==> src/rtl/fwd_pkg.sv <==
`default_nettype none
// ============================================================================
// Module   : fwd_pkg
// Brief    : Shared types and helpers for the operand-bypass select generator.
// Revision : 1.0
// ============================================================================
package fwd_pkg;

    typedef logic [4:0] reg_idx_t;
    typedef logic [3:0] fwd_sel_t;

    typedef struct packed {
        logic     valid;
        reg_idx_t dreg;
        logic     ready;
    } fwd_entry_t;

    localparam fwd_sel_t SEL_RF     = 4'd0;
    localparam int       DEF_NLANE  = 3;
    localparam int       DEF_NSTAGE = 3;

    // Bypass source code: 0 is the register file, sources count up from 1.
    function automatic fwd_sel_t sel_code(input int stage, input int lane, input int nlane);
        return fwd_sel_t'(1 + stage * nlane + lane);
    endfunction

    function automatic int idx_w(input int n);
        return (n > 1) ? $clog2(n) : 1;
    endfunction

endpackage
`default_nettype wire

==> src/rtl/fwd_match.sv <==
`default_nettype none
// ============================================================================
// Module   : fwd_match
// Brief    : Priority encoder finding the youngest history entry for rd_reg.
// Revision : 1.0
// ============================================================================
module fwd_match
    import fwd_pkg::*;
#(
    parameter  int NLANE  = DEF_NLANE,
    parameter  int NSTAGE = DEF_NSTAGE,
    localparam int SW     = idx_w(NSTAGE),
    localparam int LW     = idx_w(NLANE)
) (
    input  fwd_entry_t [NSTAGE*NLANE-1:0] hist,
    input  reg_idx_t                      rd_reg,
    output logic                          hit,
    output logic [SW-1:0]                 stage,
    output logic [LW-1:0]                 lane,
    output logic                          ready
);

    // Scan oldest-to-youngest so the last assignment (lowest stage, highest lane) wins.
    always_comb begin
        hit   = 1'b0;
        stage = '0;
        lane  = '0;
        ready = 1'b0;
        for (int s = NSTAGE - 1; s >= 0; s--) begin
            for (int l = 0; l < NLANE; l++) begin
                if (hist[s*NLANE+l].valid && (hist[s*NLANE+l].dreg == rd_reg) &&
                    (rd_reg != '0)) begin
                    hit   = 1'b1;
                    stage = SW'(s);
                    lane  = LW'(l);
                    ready = hist[s*NLANE+l].ready;
                end
            end
        end
    end

endmodule
`default_nettype wire

==> src/rtl/fwd_sel_gen.sv <==
`default_nettype none
// ============================================================================
// Module   : fwd_sel_gen
// Brief    : Destination-register history and registered bypass-mux select.
// Revision : 1.0
// ============================================================================
module fwd_sel_gen
    import fwd_pkg::*;
#(
    parameter int NLANE       = DEF_NLANE,
    parameter int NSTAGE      = DEF_NSTAGE,
    parameter int READY_STAGE = 1
) (
    input  logic               clk,
    input  logic               reset,
    input  logic               stall,
    input  logic               flush,
    input  logic [NLANE-1:0]   wr_valid,
    input  logic [NLANE*5-1:0] wr_reg,
    input  logic [NLANE-1:0]   wr_ready,
    input  logic               rd_valid,
    input  logic [4:0]         rd_reg,
    output logic [3:0]         sel,
    output logic               sel_valid,
    output logic               hazard
);

    localparam int SW = idx_w(NSTAGE);
    localparam int LW = idx_w(NLANE);

    fwd_entry_t [NSTAGE*NLANE-1:0] r_hist;
    fwd_entry_t [NSTAGE*NLANE-1:0] w_hist_nxt;

    logic          w_hit;
    logic          w_ready;
    logic [SW-1:0] w_stage;
    logic [LW-1:0] w_lane;
    fwd_sel_t      w_sel;

    fwd_sel_t      r_sel;
    logic          r_sel_valid;
    logic          r_hazard;

    // Shifted history; register 0 is stored invalid so it can never be forwarded.
    always_comb begin
        w_hist_nxt = r_hist;
        for (int l = 0; l < NLANE; l++) begin
            w_hist_nxt[l].valid = wr_valid[l] && (wr_reg[l*5 +: 5] != 5'd0);
            w_hist_nxt[l].dreg  = wr_reg[l*5 +: 5];
            w_hist_nxt[l].ready = (READY_STAGE <= 0) ? 1'b1 : wr_ready[l];
        end
        for (int s = 1; s < NSTAGE; s++) begin
            for (int l = 0; l < NLANE; l++) begin
                w_hist_nxt[s*NLANE+l] = r_hist[(s-1)*NLANE+l];
                if (s >= READY_STAGE) begin
                    w_hist_nxt[s*NLANE+l].ready = 1'b1;
                end
            end
        end
    end

    always_ff @(posedge clk) begin
        if (reset || flush) begin
            r_hist <= '0;
        end else if (!stall) begin
            r_hist <= w_hist_nxt;
        end
    end

    fwd_match #(
        .NLANE  (NLANE),
        .NSTAGE (NSTAGE)
    ) u_match (
        .hist   (r_hist),
        .rd_reg (rd_reg),
        .hit    (w_hit),
        .stage  (w_stage),
        .lane   (w_lane),
        .ready  (w_ready)
    );

    assign w_sel = w_hit ? sel_code(int'(w_stage), int'(w_lane), NLANE) : SEL_RF;

    // Lookups keep updating through stall and flush; only the history freezes.
    always_ff @(posedge clk) begin
        if (reset) begin
            r_sel       <= SEL_RF;
            r_sel_valid <= 1'b0;
            r_hazard    <= 1'b0;
        end else begin
            r_sel       <= rd_valid ? w_sel : SEL_RF;
            r_sel_valid <= rd_valid;
            r_hazard    <= rd_valid && w_hit && !w_ready;
        end
    end

    assign sel       = r_sel;
    assign sel_valid = r_sel_valid;
    assign hazard    = r_hazard;

endmodule
`default_nettype wire

==> config.mk <==
export PLATFORM = sky130hd
export DESIGN_NAME = fwd_sel_gen
export DESIGN_NICKNAME = d
export VERILOG_FILES = /design/src/rtl/fwd_pkg.sv /design/src/rtl/fwd_match.sv /design/src/rtl/fwd_sel_gen.sv
export SDC_FILE = /design/constraint.sdc
export NUM_CORES = 1
export LEC_CHECK = 0
export BUFFER_PORTS_ARGS = -buffer_cell sky130_fd_sc_hd__buf_2
export CELL_PAD_IN_SITES_DETAIL_PLACEMENT = 0
export CELL_PAD_IN_SITES_GLOBAL_PLACEMENT = 1
export CORE_UTILIZATION = 48
export CTS_CLUSTER_SIZE = 24
export DETAILED_ROUTE_END_ITERATION = 12
export PLACE_DENSITY = 0.92
export SYNTH_ARGS = -nofsm -noshare
export SYNTH_HDL_FRONTEND = slang
export SYNTH_SLANG_ARGS = --single-unit
==> constraint.sdc <==
create_clock -name clk -period 5.2 [get_ports clk]
set_input_delay 0.78 -clock clk [delete_from_list [all_inputs] [get_ports clk]]
set_output_delay 0.78 -clock clk [all_outputs]
set_load 0.01 [all_outputs]
**After elaboration in Yosys (flattened, before gate mapping)**

Index checks and enable logic that the tools add are counted.

- Add/sub/neg operators: 2
- Multipliers: 1
- Eq/ne operators: 9
- Muxes and demuxes: 35
- Bitwise operators: 2
- Reductions and logical operators: 30

Operators with widths:

| operator | count |
|---|---|
| $eq 5x5->1 | 9 |
| $mux 2 | 16 |
| $logic_and 1x1->1 | 23 |
| $reduce_bool 5->1 | 4 |
| $mux 1 | 19 |
| $add 1x4->4 const A | 1 |
| $add 4x2->4 | 1 |
| $mul 2x2->4 const B | 1 |
| $reduce_or 3->1 | 1 |
| $not 1->1 | 2 |
| $logic_not 1->1 | 1 |
| $logic_or 1x1->1 | 1 |

- Bits in registers: 64
- Bits of input ports: 31
- Output and inout port bits: 6
- Logic and storage cells: 104

**Depth between registers and ports, before layout**

Gate-level depths: netlist of run 1.

- Word-level depth: 15
- Depth in mapped cells: 12
- Gate-level depth less buffers: 11

**Modules after synthesis**

Synthesis of run 1 repeated with hierarchy kept, for this count alone.

- Cell total of the unflattened synthesis: 332
- Area, all modules: 3,211.8 um^2

Modules (own cells, without submodules):

| module | instances | cells each | area each (um^2) | seq. area each (um^2) |
|---|---|---|---|---|
| fwd_sel_gen | 1 | 222 | 2,374.8 | 1,281.2 |
| fwd_match | 1 | 110 | 837.1 | 0.0 |

**Least setup slack after synthesis of run 1**

No wires, ideal clock.

- Kind: input -> register
- Start point: in rd_reg[0]
- End point: reg r_sel[2] (netlist: sel[2])
- Setup time: 0.115 ns
- Arrival time: 3.471 ns
- Required time: 5.085 ns
- Setup slack: 1.614 ns
- Stages on the path: 10
- Path buffers: 1
- Cells stage by stage: buf_6 or4_4 nor2_8 nor4_2 nor3_4 and2b_2 fa_1 fa_1 xor2_1 and2_1

- Word-level cells in the longest chain between the ends: 15
- Elaborated cells between the ends (all ways): 59
- Those cells by class: 2 x add/sub; 1 x mul; 9 x eq/ne; 26 x mux; 1 x bitwise; 20 x reduce/logical

RTL lines:

| item | line | text |
|---|---|---|
| from (decl) | fwd_sel_gen.sv:22 | `input logic [4:0] rd_reg,` |
| $eq 5x5->1 | fwd_match.sv:31 | `if (hist[s*NLANE+l].valid && (hist[s*NLANE+l].dreg == rd_reg) &&` |
| $logic_and 1x1->1 (2 in series) | fwd_match.sv:31 |  |
| $mux 2 (9 in series) | fwd_match.sv:31 |  |
| $mul 2x2->4 | fwd_pkg.sv:24 | `return fwd_sel_t'(1 + stage * nlane + lane);` |
| $add 1x4->4 | fwd_pkg.sv:24 |  |
| $add 4x2->4 | fwd_pkg.sv:24 |  |
| to (signal assigned) | fwd_sel_gen.sv:91 | `r_sel <= rd_valid ? w_sel : SEL_RF;` |
| to (decl) | fwd_sel_gen.sv:40 | `fwd_sel_t r_sel;` |

Several ways; a longest one is shown, not always the timed one.
A chain may end at the register's enable or synchronous reset.

**Worst setup path after layout of run 1**

Ends and elaborated chain as after synthesis.

==> results of run 1 <==
-- per-stage QoR --
step / instance area (µm²) / total power, µW
global route: 3531 / 1126
floorplan: 3126 / 582.1
finish: 3531 / 1081
CTS: 3531 / 1094
global placement: 3301 / 602.5
detailed placement: 3301 / 603.3
-- power by group through the flow --
stage	logic [µW]	registers [µW]	clock network (µW)
final	87.4	504	489
after global routing	96.6	505	525
after CTS	88.5	504	501
after detailed placement	87.8	515	0
after global placement	87.2	515	0
after floorplan	68.6	513	0
-- worst max-delay path by stage --
stage,start,endpoint,cells past startpoint
floorplan,rd_reg[0],sel[2]$_SDFF_PP0_,10
global placement,rd_reg[0],sel[2]$_SDFF_PP0_,10
detailed placement,rd_reg[0],sel[2]$_SDFF_PP0_,10
CTS,rd_reg[0],sel[2]$_SDFF_PP0_,10
global route,rd_reg[0],sel[2]$_SDFF_PP0_,11
finish,rd_reg[0],sel[2]$_SDFF_PP0_,10
-- worst register-to-register path, delay by kind of cell (launching register included) --
kind / cells / cell delay, ps
xor gates and xnor gates: 2 / 310
adders and majority gates: 2 / 960
and+or+nand+nor: 5 / 1160
DFF: 1 / 390
-- cell usage in the layout, fill, tap and decap left out, types with 2 or more instances in the layout --
| cell type | synthesis | routed |
|---|---|---|
| sky130_fd_sc_hd__nor2_1 | 66 | 66 |
| sky130_fd_sc_hd__clkinv_2 | 0 | 2 |
| sky130_fd_sc_hd__clkbuf_8 | 0 | 11 |
| sky130_fd_sc_hd__nand2_1 | 4 | 4 |
| sky130_fd_sc_hd__a21oi_1 | 6 | 6 |
| sky130_fd_sc_hd__and2_1 | 4 | 4 |
| sky130_fd_sc_hd__mux2i_1 | 54 | 54 |
| sky130_fd_sc_hd__nor3_4 | 2 | 2 |
| sky130_fd_sc_hd__ha_1 | 3 | 3 |
| sky130_fd_sc_hd__fa_1 | 2 | 2 |
| sky130_fd_sc_hd__or4_1 | 3 | 3 |
| sky130_fd_sc_hd__nor4_1 | 2 | 2 |
| sky130_fd_sc_hd__o21a_1 | 2 | 2 |
| sky130_fd_sc_hd__bufinv_16 | 0 | 2 |
| sky130_fd_sc_hd__xnor2_1 | 29 | 29 |
| sky130_fd_sc_hd__nand4_1 | 9 | 9 |
| sky130_fd_sc_hd__o21ai_0 | 4 | 4 |
| sky130_fd_sc_hd__buf_2 | 0 | 36 |
| sky130_fd_sc_hd__xor2_1 | 17 | 17 |
| sky130_fd_sc_hd__dfxtp_1 | 64 | 64 |
| sky130_fd_sc_hd__nor4_2 | 5 | 5 |
| sky130_fd_sc_hd__inv_1 | 2 | 2 |
-- registers in the layout, summed over array words and instances, names as in the netlist --
signal / count
hazard: 1
sel: 4
r_hist: 58
sel_valid: 1
-- cell type report --
cell class              count  area (µm²)  share of cell area [%]
flip-flops and latches     64        1281                   36.29
well taps                  77       96.34                   2.729
repair buffers             37       187.7                   5.315
multi-input cells         229        1728                   48.94
inverters                   2       7.507                  0.2126
clock buffers              11       151.4                   4.288
clock inverters             5       78.83                   2.232
-- cells by family after synthesis --
kind of cell               share of synthesized area [%]
adders and majority gates                          2.482
AOI/OAI and AO/OA                                  3.923
DFF                                                40.99
and+or+nand+nor                                    18.69
muxes                                              17.29
xor gates and xnor gates                           12.89
buffers and inverters                              3.723
-- cell usage after synthesis, types with 2 or more instances --
library cell                n
sky130_fd_sc_hd__buf_6      3
sky130_fd_sc_hd__buf_1      4
sky130_fd_sc_hd__o21a_1     2
sky130_fd_sc_hd__nor3_4     2
sky130_fd_sc_hd__xnor2_1   29
sky130_fd_sc_hd__fa_1       2
sky130_fd_sc_hd__nor2_1    66
sky130_fd_sc_hd__nand4_1    9
sky130_fd_sc_hd__or4_1      3
sky130_fd_sc_hd__inv_1      2
sky130_fd_sc_hd__nor4_1     2
sky130_fd_sc_hd__a21oi_1    6
sky130_fd_sc_hd__clkbuf_1  10
sky130_fd_sc_hd__mux2i_1   54
sky130_fd_sc_hd__and2_1     4
sky130_fd_sc_hd__buf_4      3
sky130_fd_sc_hd__o21ai_0    4
sky130_fd_sc_hd__nand2_1    4
sky130_fd_sc_hd__ha_1       3
sky130_fd_sc_hd__nor4_2     5
sky130_fd_sc_hd__xor2_1    17
sky130_fd_sc_hd__dfxtp_1   64
-- layer usage --
metal,wire [µm],global-route usage [%]
met5,0,0
met4,61,8.793
met3,298,7.033
met2,2813,32.79
met1,2830,24.46
==> out/results.ini, run 1 <==
[status]
run_status=finished, final reports clean

[power_and_ir_drop]
cellLeakagePower_uw=0.001513
comb_power_share_pct=8.1
share_seq_of_total_power_pct=46.7
power_per_cell_area_nw_per_um2=306.1
switch_pwr_uw=249.4
clkPwrFrac_pct=45.2
p_sw_share_pct=23.08
internal_uw=831.2
worst_ir_drop_vdd_v=0.0002024

[synth]
number_of_synthesized_flops_with_an_enable_pin=0
synth_nets=351
synthesis.area_per_instance_um2=9.922
yosys-top-cells-area=sky130_fd_sc_hd__dfxtp_1 41%, sky130_fd_sc_hd__mux2i_1 17%, sky130_fd_sc_hd__xnor2_1 8.1%, sky130_fd_sc_hd__nor2_1 7.9%, sky130_fd_sc_hd__xor2_1 4.8%
synth_warnings=0
part_of_the_yosys_area_used_for_sequential_elements_pct=40.99
register_bit_count_reported_by_yosys=64
ys_dominant_reg_cell=sky130_fd_sc_hd__dfxtp_1
async_flop_share_pct=0
synth_cells=315
synth.lib_cells_used.distinct=39
synth_area_um2=3125
synth_top_area_cell=sky130_fd_sc_hd__dfxtp_1
synth_top_area_share_pct=40.99

[clock_network]
post-cts-setup-buffer-count=0
clk_pin_slew_ps=70
clock_insertion_delay_worst_skew_ps=350
clock_root_buffer_master=sky130_fd_sc_hd__clkbuf_8
tritoncts_num_sinks=64
htree_num_levels=3
clock_tree.buffer_depth=2
cts_inserted_buffers=9
cts_resized=0
cts_tree=done
ctsHoldBuffers=0

[grt]
first_global_vias=2148
number_of_antenna_violations_at_the_first_check_in_global_routing=0
grt_first_pass_wirelength_mm=10.05
global_route.usage.total_pct=20.35
grt-ovfl-total=0
pin_count_of_the_biggest_net_entering_global_routing=59

[sta]
worstMarginPinSlew_ps=1121
layout_min_cycle_time_ps=3431
report.final.setup_viol=0
slew-limit-headroom_pct=25.25
worst_clock_skew_ps=6.561
finalSetupTns_ps=0
hold_violations=0
min_period_over_period_pct=65.99
final_max_tran_viols=0
setup_slack_ps=1769
achievable-frequency_mhz=291.4
rsz0062_at_grt=no
holdWs_ps=460.9

[worst_setup_path]
critical_path_arrival_ps=3680
cp-start-kind=input port
path_cells=buf_2 -> or4_4 -> nor2_8 -> nor4_2 -> nor3_4 -> and2b_2 -> fa_1 -> fa_1 -> xor2_1 -> and2_1
critPathSlowestCell=sky130_fd_sc_hd__or4_4
critical_path.max_stage_delay_ps=600
worstPathBufferInverterCount=1
timing.rr.start=r_hist[4]$_SDFFE_PP0N_
r2r_cells=9
timing.critical_path.required_ps=5440
worstSetupEndpointType=flip-flop
timing.critical_path.mode_cell=sky130_fd_sc_hd__fa_1
timing_worst_setup_path_type=in -> reg
cp_top_family=simple AND/OR/NAND/NOR gates
critical_path_fanout_max=10
r2r_setup_slk_ps=2290
rr_endpoint=sel[2]$_SDFF_PP0_

[hold_path]
min_delay_worst_endpoint=r_hist[56]$_SDFFE_PP0N_
hp-class=reg -> reg
worst_hold_path.num_cells=2
hold_start=r_hist[56]$_SDFFE_PP0N_

[cells_and_area]
relative_area_change_from_synthesis_to_final_layout_pct=12.97
layoutNonFillerInstCount=425
post-route-util_pct=55.93
antenna-diode-count=0
fin_nets=379
post_route_cells_drive_above_1_share_pct=19.54
fillCellCount=574

[placed_design]
post-place-cells=409
gpl.final_weighted_congestion=0.7925
numPortBuffers=36
post-dp-hpwl_mm=4.116
preCtsSetupSlack_ps=1400

[route]
drt-pass1-iter-count=5
detail_route.wl_per_cell_um=14.13
ant_nets=0
vias=2214
drt_first_iter_violations=64
detail_route.wirelength_mm=6.004
drc_errors=0
vias_per_cell=5.209

[floorplan]
die_h_um=82.70
design.die.area_um2=6838
floorplan.io_pins=37
placeableCoreArea_um2=6314
die_w_um=82.70
floorplan.rows=29
initial_core_util_pct=49.50

[run]
max_cap_check_violation_count=0

(Power assumes the default switching activity.)
==> run 2: changes to the inputs <==
- CORE_UTILIZATION: 48 -> 41
- PLACE_DENSITY: 0.92 -> 0.84
- clock period: 5.2 -> 2.92 ns (I/O delays scaled with it)
==> run 2 against run 1 <==
Against the previous run: die area up 17%; clock skew grew 4.7 ps; final cell count increased by 10%; clock power increased by 93%; combinational power is 97% higher; worst setup slack lost 1700 ps; power grew 86%; core utilization down 4.0 points.
==> out/results.ini, run 2 (synthesis results as in run 1) <==
[status]
run_status=finished, final reports clean

[route]
drt_first_iter_violations=64
detail_route.wl_per_cell_um=13.06
ant_nets=0
vias_per_cell=4.885
vias=2286
drt-pass1-iter-count=4
detail_route.wirelength_mm=6.112
drc_errors=0

[placed_design]
post-dp-hpwl_mm=4.389
post_dp_cell_area_um2=3508
preCtsSetupSlack_ps=-311.8
numPortBuffers=36
post-place-cells=449
gpl.final_weighted_congestion=0.7864

[cells_and_area]
most-common-layout-cells=66 x sky130_fd_sc_hd__nor2_1, 64 x sky130_fd_sc_hd__dfxtp_1, 54 x sky130_fd_sc_hd__mux2i_1
fin_nets=400
max_flop_register=r_hist
antenna-diode-count=0
largest_register_ff_count=58
commonest_non_fill_non_tap_cell_in_the_layout=sky130_fd_sc_hd__nor2_1
layout.cell_area.non_filler_um2=3784
relative_area_change_from_synthesis_to_final_layout_pct=21.06
layoutNonFillerInstCount=468
post_route_cells_drive_above_1_share_pct=24.39

[power_and_ir_drop]
worst_ir_drop_vdd_v=0.0003355
p_sw_share_pct=23.37
switch_pwr_uw=470.7
power_per_cell_area_nw_per_um2=532.3
internal_uw=1543
cellLeakagePower_uw=0.001624
comb_power_share_pct=8.5
clkPwrFrac_pct=46.9
share_seq_of_total_power_pct=44.6

[hold_path]
worst_hold_path.num_cells=2
hp-class=in -> reg

[sta]
achievable-frequency_mhz=356.6
rsz0062_at_grt=no
worst_clock_skew_ps=11.29
worstMarginPinSlew_ps=634.6
hold_violations=0
report.final.setup_viol=0
layout_min_cycle_time_ps=2804
setup_slack_ps=115.8
final_max_tran_viols=0
min_period_over_period_pct=96.03
slew-limit-headroom_pct=57.30

[worst_setup_path]
critical_path_arrival_ps=3040
worstSetupEndpointType=flip-flop
r2r_cells=10
timing.critical_path.required_ps=3160
timing_worst_setup_path_type=in -> reg
cp-start-kind=input port
critical_path_fanout_max=5

[floorplan]
floorplan.io_pins=37
design.die.area_um2=7976
die_w_um=89.31
floorplan.rows=31
placeableCoreArea_um2=7292
die_h_um=89.31
initial_core_util_pct=42.86

[grt]
first_global_vias=2174
grt_first_pass_wirelength_mm=10.06
grt-ovfl-total=0
number_of_antenna_violations_at_the_first_check_in_global_routing=0
global_route.usage.total_pct=17.15
pin_count_of_the_biggest_net_entering_global_routing=48

[clock_network]
clock_tree.buffer_depth=2
htree_num_levels=3
clock_insertion_delay_worst_skew_ps=350
cts_inserted_buffers=9
tritoncts_num_sinks=64
clock_root_buffer_master=sky130_fd_sc_hd__clkbuf_8
cts_tree=done
clk_pin_slew_ps=70

[run]
max_cap_check_violation_count=0

==> run 2: changes by cell type in the layout (fill, tap and decap cells not counted), sizes merged <==
cell    previous run  this run
clkinv             3         1
bufinv             2         3
nor2              67        68
buf               37        57
inv                2         5
clkbuf            11         9
==> run 2: path summary, 6_finish.rpt <==
check	to	from	slack (ps)
worst max register to register	sel[2]$_SDFF_PP0_	r_hist[39]$_SDFFE_PP0N_	190
worst max-delay path	sel[2]$_SDFF_PP0_	rd_reg[2]	120
worst min-delay path	sel_valid$_SDFF_PP0_	reset	290
worst min register to register	r_hist[56]$_SDFFE_PP0N_	r_hist[56]$_SDFFE_PP0N_	470
==> run 2: area by class of cell <==
class	count	area, µm²
tap	99	123.9
fill	705	3508
inverter	2	7.507
clock buffer	9	123.9
clock inverter	7	125.1
multi-input combinational	230	1759
sequential	64	1281
timing repair buffer	57	362.8
==> run 2: what timing repair did <==
item                                    4_1_cts  5_1_grt
resized for setup                             0        0
hold buffers                                  0        0
setup buffers                                 0        2
endpoints found under the setup margin        0        3
==> run 2: per-stage QoR <==
step | total power [µW] | hold slack (ps) | setup TNS, ps | util (%)
floorplan | 1040 | 436.2 | -658.5 | -
global placement | 1088 | 459.5 | -794.4 | 48.11
detailed placement | 1089 | 464.7 | -926.3 | 48.11
CTS | 2038 | 267.7 | 0 | 51.53
global route | 2091 | 281.5 | 0 | 51.89
finish | 2014 | 285.1 | 0 | 51.89
==> run 2: metal layers <==
metal  vias to the layer above  global-route usage (%)  wire length, µm
li1                       1173                       -                -
met1                      1060                   21.14             2999
met2                        42                   28.38             2798
met3                        11                   4.432              213
met4                         0                   7.359              100
met5                         -                       0                0
==> run 2: power groups by stage <==
stage | logic (µW) | registers, µW | clock network (µW)
final | 172 | 898 | 945
after global routing | 190 | 899 | 1000
after CTS | 172 | 897 | 968
after detailed placement | 171 | 918 | 0
after global placement | 171 | 917 | 0
after floorplan | 125 | 914 | 0
==> run 2: critical path, cell delays in order <==
cell and delay [ps]:
sky130_fd_sc_hd__buf_2 110, sky130_fd_sc_hd__or4_4 590, sky130_fd_sc_hd__nor2_8 190, sky130_fd_sc_hd__nor4_4 70, sky130_fd_sc_hd__nor3_4 220, sky130_fd_sc_hd__and2b_2 260
sky130_fd_sc_hd__fa_1 530, sky130_fd_sc_hd__fa_2 360, sky130_fd_sc_hd__xor2_1 140, sky130_fd_sc_hd__and2_1 140
